--- src/rtl/hd44780_pkg.sv ---
// Shared FSM encoding and default phase lengths for the HD44780 bus writer.
package hd44780_pkg;

  typedef enum logic [2:0] {
    ST_IDLE  = 3'd0,
    ST_SETUP = 3'd1,
    ST_EHIGH = 3'd2,
    ST_HOLD  = 3'd3,
    ST_PAD   = 3'd4
  } state_t;

  // HD44780 write-cycle timing in nanoseconds, plus the system clock period.
  localparam int H4NS_CLK_PERIOD = 20;
  localparam int H4NS_TAS        = 60;
  localparam int H4NS_PWEH       = 440;
  localparam int H4NS_TAH        = 20;
  localparam int H4NS_PAD        = 440;

  // Round a duration up to whole clocks, never below one clock.
  function automatic int ns_to_ticks(input int ns);
    int t;
    t = (ns + H4NS_CLK_PERIOD - 1) / H4NS_CLK_PERIOD;
    return (t < 1) ? 1 : t;
  endfunction

  function automatic int max4(input int a, input int b, input int c, input int d);
    int m;
    m = a;
    if (b > m) m = b;
    if (c > m) m = c;
    if (d > m) m = d;
    return m;
  endfunction

  localparam int DEF_TICKS_TAS  = ns_to_ticks(H4NS_TAS);
  localparam int DEF_TICKS_PWEH = ns_to_ticks(H4NS_PWEH);
  localparam int DEF_TICKS_TAH  = ns_to_ticks(H4NS_TAH);
  localparam int DEF_TICKS_PAD  = ns_to_ticks(H4NS_PAD);

endpackage

--- src/rtl/hd44780_bus_writer_phase_timer.sv ---
// Phase down-counter: load a length, count down, flag the final clock of the phase.
module hd44780_phase_timer #(
  parameter int WIDTH = 5
) (
  input  logic             CLK_I,
  input  logic             RST_I,
  input  logic             load,
  input  logic [WIDTH-1:0] load_val,
  output logic             done
);

  logic [WIDTH-1:0] cnt;

  // Load on phase entry, otherwise decrement and park at zero.
  always_ff @(posedge CLK_I or negedge RST_I) begin
    if (!RST_I) begin
      cnt <= '0;
    end else if (load) begin
      cnt <= load_val;
    end else if (cnt != '0) begin
      cnt <= cnt - 1'b1;
    end
  end

  // A phase of N clocks ends on the edge where the count still reads 1.
  assign done = (cnt == WIDTH'(1));

endmodule

--- src/rtl/hd44780_bus_writer.sv ---
// HD44780 write-cycle sequencer: drives RS/data, pulses E, one or two nybbles per request.
//
// state    | meaning
// ---------+--------------------------------------------------
// ST_IDLE  | waiting for STB_I, outputs hold last values
// ST_SETUP | RS/data valid, E low (address setup)
// ST_EHIGH | selected E lines high
// ST_HOLD  | E low, RS/data held (hold time)
// ST_PAD   | idle gap before next nybble or completion
module hd44780_bus_writer
  import hd44780_pkg::*;
#(
  parameter int BUS_WIDTH  = 4,
  parameter int NUM_E      = 1,
  parameter int TICKS_TAS  = DEF_TICKS_TAS,
  parameter int TICKS_PWEH = DEF_TICKS_PWEH,
  parameter int TICKS_TAH  = DEF_TICKS_TAH,
  parameter int TICKS_PAD  = DEF_TICKS_PAD
) (
  input  logic                 CLK_I,
  input  logic                 RST_I,
  input  logic                 STB_I,
  input  logic                 i_rs,
  input  logic [7:0]           i_data,
  input  logic                 i_nyb_only,
  input  logic [NUM_E-1:0]     i_e_sel,
  output logic                 o_busy,
  output logic                 o_ack,
  output logic [BUS_WIDTH-1:0] o_lcd_data,
  output logic                 o_rs,
  output logic [NUM_E-1:0]     o_e
);

  localparam int CW = $clog2(max4(TICKS_TAS, TICKS_PWEH, TICKS_TAH, TICKS_PAD)) + 1;
  localparam logic [CW-1:0] LD_TAS  = CW'(TICKS_TAS);
  localparam logic [CW-1:0] LD_PWEH = CW'(TICKS_PWEH);
  localparam logic [CW-1:0] LD_TAH  = CW'(TICKS_TAH);
  localparam logic [CW-1:0] LD_PAD  = CW'(TICKS_PAD);

  state_t               state_q, state_d;
  logic                 busy_d, ack_d, rs_d;
  logic [BUS_WIDTH-1:0] data_d;
  logic [NUM_E-1:0]     e_d;
  logic                 pend_q, pend_d;
  logic [BUS_WIDTH-1:0] lo_q, lo_d;
  logic [NUM_E-1:0]     sel_q, sel_d;
  logic                 t_load, t_done;
  logic [CW-1:0]        t_val;

  hd44780_phase_timer #(.WIDTH(CW)) u_timer (
    .CLK_I    (CLK_I),
    .RST_I    (RST_I),
    .load     (t_load),
    .load_val (t_val),
    .done     (t_done)
  );

  // State and every output are registered together so pins never see input glitches.
  always_ff @(posedge CLK_I or negedge RST_I) begin
    if (!RST_I) begin
      state_q    <= ST_IDLE;
      o_busy     <= 1'b0;
      o_ack      <= 1'b0;
      o_rs       <= 1'b0;
      o_lcd_data <= '0;
      o_e        <= '0;
      pend_q     <= 1'b0;
      lo_q       <= '0;
      sel_q      <= '0;
    end else begin
      state_q    <= state_d;
      o_busy     <= busy_d;
      o_ack      <= ack_d;
      o_rs       <= rs_d;
      o_lcd_data <= data_d;
      o_e        <= e_d;
      pend_q     <= pend_d;
      lo_q       <= lo_d;
      sel_q      <= sel_d;
    end
  end

  // Next-state, next-output and timer-load decisions.
  always_comb begin
    state_d = state_q;
    busy_d  = o_busy;
    ack_d   = 1'b0;
    rs_d    = o_rs;
    data_d  = o_lcd_data;
    e_d     = o_e;
    pend_d  = pend_q;
    lo_d    = lo_q;
    sel_d   = sel_q;
    t_load  = 1'b0;
    t_val   = '0;
    case (state_q)
      ST_IDLE: begin
        if (STB_I) begin
          state_d = ST_SETUP;
          busy_d  = 1'b1;
          rs_d    = i_rs;
          // In 4-bit mode this is the high nybble; in 8-bit mode the full byte.
          data_d  = i_data[7 -: BUS_WIDTH];
          lo_d    = i_data[BUS_WIDTH-1:0];
          pend_d  = (BUS_WIDTH == 4) && !i_nyb_only;
          sel_d   = i_e_sel;
          t_load  = 1'b1;
          t_val   = LD_TAS;
        end
      end
      ST_SETUP: begin
        if (t_done) begin
          state_d = ST_EHIGH;
          e_d     = sel_q;
          t_load  = 1'b1;
          t_val   = LD_PWEH;
        end
      end
      ST_EHIGH: begin
        if (t_done) begin
          state_d = ST_HOLD;
          e_d     = '0;
          t_load  = 1'b1;
          t_val   = LD_TAH;
        end
      end
      ST_HOLD: begin
        if (t_done) begin
          state_d = ST_PAD;
          t_load  = 1'b1;
          t_val   = LD_PAD;
        end
      end
      ST_PAD: begin
        if (t_done) begin
          if (pend_q) begin
            state_d = ST_SETUP;
            data_d  = lo_q;
            pend_d  = 1'b0;
            t_load  = 1'b1;
            t_val   = LD_TAS;
          end else begin
            state_d = ST_IDLE;
            busy_d  = 1'b0;
            ack_d   = 1'b1;
          end
        end
      end
      default: state_d = ST_IDLE;
    endcase
  end

endmodule

--- config.mk ---
export PLATFORM = sky130hd
export DESIGN_NAME = hd44780_bus_writer
export DESIGN_NICKNAME = d
export VERILOG_FILES = /design/src/rtl/hd44780_pkg.sv /design/src/rtl/hd44780_bus_writer_phase_timer.sv /design/src/rtl/hd44780_bus_writer.sv
export SDC_FILE = /design/constraint.sdc
export NUM_CORES = 1
export LEC_CHECK = 0
export CELL_PAD_IN_SITES_DETAIL_PLACEMENT = 0
export CELL_PAD_IN_SITES_GLOBAL_PLACEMENT = 2
export CORE_ASPECT_RATIO = 1.5
export CORE_MARGIN = 2
export CORE_UTILIZATION = 35
export CTS_CLUSTER_SIZE = 40
export DETAILED_ROUTE_END_ITERATION = 7
export GPL_TIMING_DRIVEN = 0
export PLACE_DENSITY_LB_ADDON = 0.3
export REMOVE_ABC_BUFFERS = 1
export SLEW_MARGIN = 0
export SYNTH_ARGS = -nofsm -noshare
export SYNTH_HDL_FRONTEND = slang
export SYNTH_HIERARCHICAL = 1
export SYNTH_SLANG_ARGS = --single-unit
--- constraint.sdc ---
create_clock -name CLK_I -period 5.15 [get_ports CLK_I]
set_clock_uncertainty 0.05 [all_clocks]
set_input_delay 0.515 -clock CLK_I [delete_from_list [all_inputs] [get_ports CLK_I]]
set_output_delay 0.515 -clock CLK_I [all_outputs]
set_load 0.02 [all_outputs]
# Word level (Yosys, flattened, before mapping)
# Index checks and enable logic that the tools add are counted.
# classes
n_addsub	1
n_eq_ne	12
mux	36
n_reduce_logical	14
# op_table
op	count
5-bit one-hot mux with 4 select lines	1
1-bit 2-to-1 mux	15
3-bit 2-to-1 mux	5
3-bit one-hot mux with 5 select lines	1
2-bit inequality test, second input constant	7
4-bit 2-to-1 mux	3
6-bit 2-to-1 mux	2
4-bit one-hot mux with 2 select lines	1
4-bit AND reduction	2
3-bit by 2-bit equality test with 1-bit output, second input constant	2
6-bit by 1-bit equality test with 1-bit output, second input constant	1
2-bit 2-to-1 mux	3
1-bit one-hot mux with 2 select lines	3
3-bit AND reduction	2
2-bit nonzero test	3
6-bit nonzero test	1
6-bit by 1-bit subtractor with 6-bit output, second input constant	1
5-bit 2-to-1 mux	1
5-bit AND reduction	1
3-bit by 1-bit equality test with 1-bit output, second input constant	1
3-bit equality test, second input constant	1
3-bit logical NOT	1
1-bit one-hot mux with 3 select lines	1
3-bit OR reduction	1
other kinds (3)	3
# totals
register_bits	23
input_bits	14
output_inout_bits	8
word_cells	73

# Logic depth before layout (Yosys ltp)
# logic_depth
depth_word	4
mapped_depth	10

# By module
# Netlist, hierarchy kept.
# modules_own_cells
mod	n_inst	cells_per_inst	area_per_inst_um2	seq_area_each_um2
hd44780_bus_writer	1	74	882.1	425.4
hd44780_phase_timer	1	43	382.9	150.1

# Worst setup path before layout
# OpenSTA, ideal clock, no wires.
# synth_timing
path_type	register -> register
from	register u_timer.cnt[3]
to	register u_timer.cnt[4]
setup_ns	0.127
arrival_ns	2.497
setup_slack_ns	2.476
stages_incl_launch_ff	11
path_buffers	2
synth_period_minus_slack_ns	2.674
path_cell_list	dfrtp_1 or3_1 buf_6 nor3b_1 nand3_1 a21oi_4 o21bai_1 clkbuf_1 inv_1 nor2_1 a31oi_1
# synth_between
elab_chain_cells	4
# synth_rtl
item	line	text
from (decl)	hd44780_bus_writer_phase_timer.sv:12	logic [WIDTH-1:0] cnt;
from (signal assigned)	hd44780_bus_writer_phase_timer.sv:19	cnt <= load_val;
from (signal assigned)	hd44780_bus_writer_phase_timer.sv:21	cnt <= cnt - 1'b1;
6-bit by 1-bit equality test with 1-bit output (*)	hd44780_bus_writer_phase_timer.sv:26	assign done = (cnt == WIDTH'(1));
net t_done	hd44780_bus_writer.sv:47	logic t_load, t_done;
1-bit 2-to-1 mux, on equally long branches	--	
1-bit one-hot mux with 3 select lines (*)	hd44780_bus_writer.sv:96	case (state_q)
net t_load	hd44780_bus_writer.sv:47	
6-bit 2-to-1 mux / 2-bit nonzero test (equally long branches)	--	
# The timed path passes the listed nets; every way through them passes the cells marked *. The select of a mux whose other input is x is not followed.
# A chain may end at the register's enable or synchronous reset.

# Worst setup path after layout
# layout_timing
from	register u_timer.cnt[4]
to	register u_timer.cnt[4]
# The elaborated chain is that of the path after synthesis.

==> impl_metrics.csv <==
group,metric,value,unit
pwr,ir_worst_vdd,0.208,mV
floorplanning,core-area,0.00345,mm^2
setup_path,cp_slowest_cell,"nor3b_1",
clocking,clock_latency,0.26,ns
final_layout,drive_gt1_share,16.8,%
clocking,clk_pin_slew_worst_paths,0.08,ns
setup_path,crit_buf_inv,1,
floorplanning,dieArea,0.00412,mm^2
route,drt-pass1-iter-count,2,
sta,slew_headroom,29.0,%
outcome,run_status,"finished clean",
clocking,cts_resized,0,
grt,grt_max_degree,24,
setup_path,required,5.24,ns
grt,grt_overflow,0,
clocking,cts_tree,"done",
floorplanning,start_util,36.7,%
clocking,cts_root_buffer,"clkbuf_8",
route,drc,0,
setup_path,path_cells,"or3_1 > nor3b_1 > nand3_1 > a21oi_4 > o21bai_1 > inv_1 > nor2_1 > a31oi_1",
route,wl_per_cell,14.4,um
final_layout,fin_nets,154,
synthesis,syn_area,0.00126,mm^2
clocking,clockBufferDepth,2,
setup_path,cp-start-kind,"flip-flop",
clocking,cts_setup_buffers,0,
sta,post-route-min-period,3.15,ns
pwr,power_frac_comb,44.3,%
sta,finalSetupViolCount,0,
synthesis,synth-seq-cells,23,
pwr,power.density,517,mW/mm^2
final_layout,fin_util,44.2,%
clocking,cts_hold_buf,0,
sta,hold_viol_final,0,
route,postRouteAntennaNets,0,
sta,worstMarginPinSlew,1.06,ns
grt,grt_pass1_vias,1042,
floorplanning,die_y,77.6,um
route,vias,909,
route,wirelength,2580,um
setup_path,slowest_delay,0.77,ns
clocking,htreeDepth,1,
final_layout,antennaDiodeCount,0,
place,gp_congestion,0.735,
route,drt_iter0_markers,11,
setup_path,endpoint_kind,"flip-flop",
flow_run,max-cap-violations,0,
sta,rsz0062_at_grt,"no",
floorplanning,io_pins,22,
hold_path,worst_hold_path_type,"reg -> reg",
clocking,cts_buffers,3,
synthesis,synth_top_area_share,45.5,%
setup_path,crit_family,"simple AND/OR/NAND/NOR gates",
synthesis,yosys.area.top_type,"dfrtp_1",
sta,period_share,61.2,%
synthesis,synthTopCellsByArea,"dfrtp_1 45%, mux2_2 12%, buf_6 3.6%",
place,place_hpwl,1910,um
synthesis,synthCells,117,
pwr,intPower,494,uW
synthesis,yosysWarnings,6,
synthesis,ys_seq_area_share,45.5,%
pwr,finalPower,787,uW
grt,grt_pass1_wl,4570,um
pwr,p_clk_share,14.3,%
sta,fmax,317,MHz
pwr,power_frac_seq,41.3,%
setup_path,criticalPathCategory,"reg -> reg",
floorplanning,core.rowCount,26,
route,viasPerCell,5.08,
synthesis,synth_cell_types,40,
pwr,power_switching,292,uW
setup_path,crit_fanout,11,
sta,slew_viol_final,0,
grt,track_usage,14.9,%
setup_path,arrival,3.24,ns
pwr,p_leak,0.614,nW
clocking,cts.sinks,23,
floorplanning,dieWidth,53.1,um
synthesis,syn_area_per_cell,10.8,um^2
place,numPortBuffers,21,
pwr,swShare,37.1,%
sta,setup_tns,0,ns
grt,antenna_found_initial,0,
final_layout,syn2layout_area_growth,20.4,%
## flip-flops by register name, summed over array words and instances (netlist names), 3 cells and up
signal	flops
lo_q	4
o_lcd_data	4
state_q	3
u_timer/cnt	6
## layout make-up
type | count | area, um^2
clock buffer | 4 | 45.0
fill | 366 | 1930
inverter | 7 | 26.3
multi-input combinational | 82 | 613
sequential | 23 | 576
tap | 42 | 52.6
timing repair buffer | 21 | 210
## per-layer routing
layer | track usage, % | wire (um) | up-vias
met2 | 25.5 | 1350 | 14
met5 | 0 | 0 | -
met3 | 2.69 | 71 | 4
met4 | 6.92 | 39 | 0
li1 | - | - | 447
met1 | 17.3 | 1120 | 444
## per-stage QoR
step                      instance area, um^2  setup slack, ns  hold WS, ns  cells
after detailed placement                 1480             1.97        0.444    175
after floorplan                          1210             2.58        0.169    112
after global placement                   1480             1.98        0.434    175
after global routing                     1520             1.64        0.485    179
final                                    1520             2.00        0.459    179
after CTS                                1520             1.97        0.464    179
## worst register-to-register path: stages (launching register included)
cell	delay (ns)
dfrtp_1	0.41
or3_1	0.51
nor3b_1	0.77
nand3_1	0.29
a21oi_4	0.32
o21bai_1	0.39
inv_1	0.13
nor2_1	0.12
a31oi_1	0.05
## synth_stat cells, drive strengths merged
cell type	n
nor2b	2
xnor2	2
o21ai	3
o32ai	1
a21oi	4
o31a	1
ha	2
or3	2
buf	5
a2bb2oi	1
o2bb2ai	2
nand2b	5
mux2	14
mux2i	1
clkbuf	1
nor3b	2
a221oi	1
nor3	5
a31oi	1
a21boi	1
dfrtp	23
nand3	1
o22ai	2
or4b	1
nand3b	1
inv	7
o21bai	1
o21a	2
nor2	7
conb	1
a31o	1
or2	2
and3b	1
nand2	8
o31ai	3
## power by group through the flow
stage / clock network, mW / registers, mW / logic, mW
finish: 0.113 / 0.325 / 0.349
global route: 0.125 / 0.339 / 0.391
CTS: 0.118 / 0.326 / 0.354
detailed placement: 0 / 0.330 / 0.352
global placement: 0 / 0.325 / 0.344
floorplan: 0 / 0.342 / 0.218
## cell families (layout without fill, tap and decap cells)
logic type                 count (synthesis)  in the layout  synth area share (%)
xor gates and xnor gates                   2              2                  1.39
AOI/OAI and AO/OA                         24             24                  14.1
other                                      1              2                 0.296
DFF                                       23             23                  45.5
buffers and inverters                     13             32                  6.33
muxes                                     15             15                  13.3
adders and majority gates                  2              2                  1.98
and+or+nand+nor                           37             37                  17.1
## final timing paths
| kind | depth (start not counted) | endpoint | from | slack (ns) |
|---|---|---|---|---|
| min in group asynchronous | 1 | u_timer/cnt[2]$_DFFE_PN0P_ | RST_I | 0.77 |
| max reg2reg | 8 | u_timer/cnt[4]$_DFFE_PN0P_ | u_timer/cnt[4]$_DFFE_PN0P_ | 2.00 |
| min | 1 | sel_q$_DFFE_PN0P_ | sel_q$_DFFE_PN0P_ | 0.46 |
| max | 8 | u_timer/cnt[4]$_DFFE_PN0P_ | u_timer/cnt[4]$_DFFE_PN0P_ | 2.00 |
| min reg2reg | 1 | sel_q$_DFFE_PN0P_ | sel_q$_DFFE_PN0P_ | 0.46 |
| max in group asynchronous | 1 | o_lcd_data[1]$_DFFE_PN0P_ | RST_I | 3.64 |
## cells in the final DEF (no fill, tap or decap), types with 2 or more instances in the layout
| master | netlist | final |
|---|---|---|
| nor3_1 | 5 | 5 |
| xnor2_1 | 2 | 2 |
| o2bb2ai_1 | 2 | 2 |
| a21oi_1 | 3 | 3 |
| nor3b_1 | 2 | 2 |
| nor2_1 | 6 | 6 |
| o31ai_1 | 3 | 3 |
| o21a_1 | 2 | 2 |
| inv_1 | 7 | 7 |
| mux2_2 | 14 | 14 |
| or3_1 | 2 | 2 |
| nand2_1 | 8 | 8 |
| clkbuf_8 | 0 | 3 |
| dfrtp_1 | 23 | 23 |
| clkdlybuf4s50_1 | 0 | 21 |
| ha_1 | 2 | 2 |
| nand2b_1 | 4 | 4 |
| conb_1 | 1 | 2 |
| o22ai_1 | 2 | 2 |
| o21ai_0 | 3 | 3 |
| nor2b_1 | 2 | 2 |
(Power assumes the default switching activity.)
==> patch: new RTL, same flow settings <==
Take the reset off `lo_q` and load it in a clocked block of its own.
--- a/src/rtl/hd44780_bus_writer.sv
+++ b/src/rtl/hd44780_bus_writer.sv
@@ -66,5 +66,4 @@
       o_e        <= '0;
       pend_q     <= 1'b0;
-      lo_q       <= '0;
       sel_q      <= '0;
     end else begin
@@ -76,7 +75,10 @@
       o_e        <= e_d;
       pend_q     <= pend_d;
-      lo_q       <= lo_d;
       sel_q      <= sel_d;
     end
+  end
+
+  always_ff @(posedge CLK_I) begin
+    lo_q <= lo_d;
   end
 
Behaviour: same outputs for any inputs over 10 cycles, from zero or initial values and one cycle with RST_I low; that may be too few to reach the edited logic, so the function may still have changed.
==> patch against the unedited design <==
- design area is 2.5% lower
- wire length is 2.6% lower
- final cell count is 2.8% lower
- synthesized area is 4.4% lower
- maximum frequency is 9.3% higher
- core utilization is 0.13 points higher
- sequential cell count stayed put
- count of clock-buffer cells in the layout is 1 lower
- combinational power is 7.4% lower
- non-clock buffer count stayed put
- setup slack better by 270 ps
- power is 4.3% lower
- critical path type unchanged
- critical endpoint is now u_timer/cnt[0]$_DFFE_PN0P_
==> patch: results <==
run_status:
  status: "complete, no violations"
synthesis:
  ys_seq_area_share_pct: 49.22
  synthArstFlopShare_pct: 82.61
  synth-edff-count: 4
  synth.distinct_cells: 46
  synth_area_leaders: "dfrtp_1 39%, edfxtp_1 9.9%, a2bb2oi_1 3.6%"
final_layout:
  area_share_nonclk_buffers_pct: 14.17
  seq_share_pct: 40.13
  n_all_inverters: 4
  final_nets: 149
  fill_cells: 326
  multi_input_gates: 80
  drive_above_1_share_pct: 7.576
setup_path:
  worstPathMaxFanout: 8
  crit_arrival_ps: 3010
global_route:
  grtUsageMet1_pct: 18.46
  grt_max_degree: 20
  grt_first_pass_wirelength_um: 4298
  track_usage_pct: 14.13
  grt_pass1_vias: 916
pwr:
  ir_drop_v: 0.0002304
  power.leakage_nw: 0.5783
place:
  dpl.hpwl_um: 1851
drt:
  met2_length_um: 1339
  drt-pass1-iter-count: 4
  met1_length_um: 1071
  wl_per_cell_um: 14.43
  wl_met3_um: 76
sta:
  relSlewSlack_pct: 31.36
[patch: path summary, 6_finish.rpt]
kind | cells after the start | slack, ps | endpoint
min in group asynchronous | 1 | 690 | o_lcd_data[2]$_DFFE_PN0P_
max in group asynchronous | 1 | 3830 | state_q[1]$_DFFE_PN0P_
worst max register to register | 7 | 2270 | u_timer/cnt[0]$_DFFE_PN0P_
worst min-delay path | 1 | 450 | sel_q$_DFFE_PN0P_
worst max-delay path | 7 | 2270 | u_timer/cnt[0]$_DFFE_PN0P_
worst min register to register | 1 | 450 | sel_q$_DFFE_PN0P_
[patch: stage by stage]
stage,cell area (µm²),util [%],power (W),cells,setup slack [ps]
final,1484,44.29,0.0007529,174,2267
after global routing,1484,44.29,0.0008087,174,1927
after CTS,1484,44.29,0.0007607,174,2241
after detailed placement,1438,42.91,0.0006495,170,2274
after global placement,1438,42.91,0.0006362,170,2262
after floorplan,1175,-,0.0005361,107,2827
[patch: cells by family after synthesis]
group           after synthesis  share of synthesized area, %
compound gates               32                         19.44
xor+xnor                      2                         1.448
fa+ha+maj                     2                         2.068
buf+inv                       9                         4.446
flops                        23                         49.23
mux                           4                         3.516
other cells                   1                        0.3099
simple gates                 38                         19.55
[patch: where the power goes]
group | internal [W] | total, W | switching [W] | leakage (nW)
sequential | 0.000252 | 0.000318 | 0.0000655 | 0.256
combinational | 0.000163 | 0.000323 | 0.000160 | 0.297
clock | 0.0000539 | 0.000112 | 0.0000581 | 0.0255
total | 0.000469 | 0.000753 | 0.000284 | 0.578
[patch: critical path, stage by stage, from the launching register on]
cell	delay (ps)
dfrtp_1	420
or3_1	490
nor3b_1	880
nand3_2	350
and3b_1	330
nor2_1	110
nand2_1	70
o31ai_1	80
